`config.mk`:
```
export PLATFORM = sky130hd
export DESIGN_NAME = fetch_ctrl
export DESIGN_NICKNAME = d
export VERILOG_FILES = /design/src/rtl/fetch_ctrl.sv
export SDC_FILE = /design/constraint.sdc
export NUM_CORES = 1
export LEC_CHECK = 0
export ABC_CLOCK_PERIOD_IN_PS = 3300
export CORE_AREA = 3 3 101 103
export CTS_CLUSTER_DIAMETER = 150
export CTS_CLUSTER_SIZE = 24
export DETAILED_ROUTE_END_ITERATION = 7
export DIE_AREA = 0 0 104 106
export HOLD_SLACK_MARGIN = 0.08
export PLACE_DENSITY = 0.7
export SLEW_MARGIN = 20
export SYNTH_ARGS = -nofsm -noshare
export SYNTH_HDL_FRONTEND = slang
export SYNTH_SLANG_ARGS = --single-unit
```
`constraint.sdc`:
```
create_clock -name clk -period 3.3 [get_ports clk]
set_clock_uncertainty 0.1 [all_clocks]
set_input_delay 0.66 -clock clk [delete_from_list [all_inputs] [get_ports clk]]
set_output_delay 0.66 -clock clk [all_outputs]
set_load 0.01 [all_outputs]
```
`src/rtl/fetch_ctrl.sv`:
```
// Instruction fetch control: PC sequencing, 2-entry fetch buffer, redirect and halt.
// Optional FETCH_PERF_EN adds saturating stall/flush performance counters.
module fetch_ctrl #(
  parameter logic [15:0] RESET_PC  = 16'd0,
  parameter int          MEM_BYTES = 100
) (
  input  logic        clk,
  input  logic        reset,
  output logic [15:0] imem_addr,
  input  logic [15:0] imem_data,
  input  logic        br_taken,
  input  logic [15:0] br_target,
  input  logic        halt,
  output logic        out_valid,
  input  logic        out_ready,
  output logic [15:0] out_instr,
  output logic [15:0] out_pc,
`ifdef FETCH_PERF_EN
  output logic [15:0] perf_stall,
  output logic [15:0] perf_flush,
`endif
  output logic        err_misalign
);

  typedef enum logic [1:0] {
    S_INIT,
    S_RUN,
    S_HALT
  } state_t;

  state_t      state, state_nx;
  logic [15:0] pc;
  logic [16:0] pc_sum;
  logic [15:0] pc_inc;
  logic [15:0] buf_instr [2];
  logic [15:0] buf_pc    [2];
  logic        head;
  logic        tail;
  logic [1:0]  count;
  logic        flush;
  logic        push;
  logic        pop;

  always_comb begin
    state_nx = state;
    unique case (state)
      S_INIT:  state_nx = S_RUN;
      S_RUN:   if (halt) state_nx = S_HALT;
      S_HALT:  if (!halt) state_nx = S_RUN;
      default: state_nx = S_INIT;
    endcase
  end

  // A redirect outranks everything else that would touch the buffer.
  assign flush = br_taken && (state != S_INIT);
  assign push  = (state == S_RUN) && !halt &&
                 (count < 2'd2) && !flush;
  assign pop   = out_valid && out_ready && !flush;
  assign tail  = head ^ count[0];

  assign pc_sum = {1'b0, pc} + 17'd2;
  assign pc_inc = (pc_sum >= 17'(MEM_BYTES)) ?
                  16'd0 : pc_sum[15:0];

  assign imem_addr = (state == S_INIT) ? RESET_PC : pc;
  assign out_valid = (count != 2'd0);
  assign out_instr = buf_instr[head];
  assign out_pc    = buf_pc[head];

  always_ff @(posedge clk) begin
    if (reset) begin
      state        <= S_INIT;
      pc           <= RESET_PC;
      head         <= 1'b0;
      count        <= 2'd0;
      err_misalign <= 1'b0;
      for (int i = 0; i < 2; i++) begin
        buf_instr[i] <= 16'd0;
        buf_pc[i]    <= 16'd0;
      end
    end else begin
      state <= state_nx;
      if (flush) begin
        count <= 2'd0;
        pc    <= {br_target[15:1], 1'b0};
        if (br_target[0]) err_misalign <= 1'b1;
      end else begin
        if (push) begin
          buf_instr[tail] <= imem_data;
          buf_pc[tail]    <= pc;
          pc              <= pc_inc;
        end
        if (pop) head <= ~head;
        unique case ({push, pop})
          2'b10:   count <= count + 2'd1;
          2'b01:   count <= count - 2'd1;
          default: count <= count;
        endcase
      end
    end
  end

`ifdef FETCH_PERF_EN
  always_ff @(posedge clk) begin
    if (reset) begin
      perf_stall <= 16'd0;
      perf_flush <= 16'd0;
    end else begin
      if (out_valid && !out_ready && perf_stall != 16'hFFFF)
        perf_stall <= perf_stall + 16'd1;
      if (flush && perf_flush != 16'hFFFF)
        perf_flush <= perf_flush + 16'd1;
    end
  end
`endif

endmodule

```
==> reports/metrics.yaml <==
run_status:
  run_status: "complete, no violations"
synthesis:
  synth_seq_area_share_pct: 56.8
  synth_edf_count: 64
  synthMuxAreaShare_pct: 8.59
  synth_top_family_by_area: "simple AND/OR/NAND/NOR gates"
  synthFlopType: "edfxtp_1"
  synthAdderAreaFrac_pct: 0.836
  synth_compound_area_share_pct: 6.45
  avgSynthCellArea_um2: 12.0
  syn-instance-count: 348
  syn_area_um2: 4190
  ys_types: 50
  synthArstFlopShare_pct: 0
  synth_nets: 387
  synth_simple_gate_area_share_pct: 21.1
  ys_seq_elements: 87
  synth-xor-area-share_pct: 2.51
  ys_warn_count: 0
die:
  die_w_um: 104
  start_util_pct: 45.2
  pin_count: 87
  die_area_um2: 11000
  core_um2: 9280
  die_h_um: 106
  core.rowCount: 35
cells_and_area:
  nNetsFinal: 461
  most-common-layout-cells: "86 x clkdlybuf4s50_1, 64 x and3_1, 64 x edfxtp_1"
  synthToLayoutAreaGrowth_pct: 28.7
  num_antenna_cells: 0
  layout-drive-gt1-share_pct: 15.7
  regArea_um2: 2380
  multi_input_area_um2: 1680
  final_core_util_pct: 58.1
  fillers: 782
  stdcell_count: 556
  final_common_cell: "clkdlybuf4s50_1"
sta:
  setup_ws_ps: 391
  slew_viol_final: 0
  clock.fmax_mhz: 344
  setup_tns_ps: 0
  setup_viol: 0
  slew_headroom_pct: 34.6
  rsz0062_at_grt: "no"
  hold_viol: 0
  finalCriticalPeriod_ps: 2910
  period_share_pct: 88.2
  worst_pin_slew_ps: 978
clock_network:
  post_cts_resized: 0
  cts.sinks: 87
  cts_buffers: 9
  cts.root.buffer_cell: "clkbuf_8"
  cts_tree: "yes"
  ctsHoldBuffers: 0
  clockBufferDepth: 2
  htreeDepth: 3
  clock_insertion_delay_worst_skew_ps: 350
  postCtsSetupRepairBufs: 0
  cts.clk_slew.worst_paths_ps: 80
grt:
  grt_max_degree: 40
  grt_remaining_overflow: 0
  grt_usage_pct: 16.5
  grt_pass1_vias: 2867
  grt_pass1_wl_mm: 14.7
  grt_antenna_before_repair: 0
setup_path:
  end_kind: "output pin"
  arrival_ps: 2150
  path_delay_family: "simple AND/OR/NAND/NOR gates"
  crit_type: "flop to output pin"
  r2r_cells: 6
  crit_chain: "nor2_1 -> nor2b_1 -> clkdlybuf4s50_1"
  crit_path_max_incr_delay_ps: 770
  r2r_start: "state[1]$_SDFFE_PP0P_"
  cp-start-kind: "flop"
  cp_max_fo: 17
  crit_buf_inv: 1
  r2r_slack_ps: 500
  critical_path_required_ps: 2540
  reg2reg_to: "pc[3]$_SDFFE_PP0P_"
  slowest_stage: "nor2_1"
place:
  gp_congestion: 0.794
  numPortBuffers: 86
  dp_cells: 540
  dpl.hpwl_mm: 5.74
  dp_slack_ps: 521
power_and_ir_drop:
  p_per_area_nw_per_um2: 457
  total_power_uw: 2460
  leakage_uw: 0.00214
  vdd_drop_max_mv: 0.235
detailed_routing:
  drc: 0
  vias_per_cell: 5.25
  ant_nets: 0
  dr.pass1.iters: 4
  drt_iter0_markers: 197
  wirelength_mm: 8.92
  vias: 2918
  wl_per_cell_um: 16.0
hold_path:
  hp-class: "flop to flop"
  min_path_cells: 1
  hold_end: "pc[0]$_SDFFE_PP0P_"
  min_from: "pc[0]$_SDFFE_PP0P_"
job:
  max_cap_viol_count: 0
## cells in the mapped netlist, drive strengths merged (2+ instances only)
cell type,instances,area share [%]
xor2,4,0.84
nand4,2,0.30
buf,11,1.7
clkbuf,22,2.0
a311oi,2,0.57
edfxtp,64,46
xnor2,8,1.7
and3,66,10
a21oi,2,0.24
nor4,2,0.45
nor4b,2,0.78
mux2,32,8.6
nand2,8,0.72
nand3b,3,0.54
nor2,25,2.2
ha,2,0.60
a21o,3,0.54
a31o,4,0.84
nor3,9,1.2
nand3,4,0.60
nor3b,2,0.36
a22oi,14,2.5
dfxtp,23,11
nor2b,18,2.7
## stage by stage
stage                     area (um^2)  hold slack, ps
after floorplan                  4190             342
after global placement           5180             356
after detailed placement         5180             374
after CTS                        5400             390
after global routing             5400             401
final                            5400             388
## logic make-up after synthesis
group                      after synthesis
xor gates and xnor gates                12
AOI/OAI and AO/OA                       34
and+or+nand+nor                        147
DFF                                     87
muxes                                   32
adders and majority gates                3
buffers and inverters                   33
## final cells by class
cell class | instances | share of cell area [%]
Clock buffer | 11 | 2.43
Clock inverter | 5 | 1.53
Multi-Input combinational cell | 228 | 31.1
Sequential cell | 87 | 44.1
Tap cell | 129 | 2.99
Timing Repair Buffer | 96 | 17.8
## where the power goes
part | internal, uW | switching (uW) | total, uW
sequential | 1230 | 44.7 | 1270
clock | 429 | 363 | 791
combinational | 208 | 194 | 402
## flip-flops by register name (all words and copies together), names as in the netlist, named ones only
name / flops
head: 1
buf_instr: 32
count: 2
state: 2
err_misalign: 1
pc: 16
buf_pc: 32
## worst max path at each step
stage / startpoint / endpoint / slack, ps / cells after the start
4_1_cts: state[1]$_SDFFE_PP0P_ / imem_addr[0] / 360 / 3
6_report: state[1]$_SDFFE_PP0P_ / imem_addr[0] / 390 / 3
2_1_floorplan: halt / buf_instr[0][0]$_SDFFCE_PN0P_ / 420 / 4
5_1_grt: state[1]$_SDFFE_PP0P_ / pc[4]$_SDFFE_PP0P_ / 200 / 6
3_3_place_gp: halt / buf_pc[0][12]$_SDFFCE_PN0P_ / 620 / 5
3_5_place_dp: state[1]$_SDFFE_PP0P_ / pc[3]$_SDFFE_PP0P_ / 520 / 6
## layer usage
layer | wire length [um] | global-route usage (%) | vias to the layer above
li1 | - | - | 1441
met1 | 4070 | 22.4 | 1383
met2 | 4210 | 26.0 | 82
met3 | 504 | 4.31 | 12
met4 | 131 | 5.51 | 0
met5 | 0 | 0 | -
(Power assumes the default switching activity.)
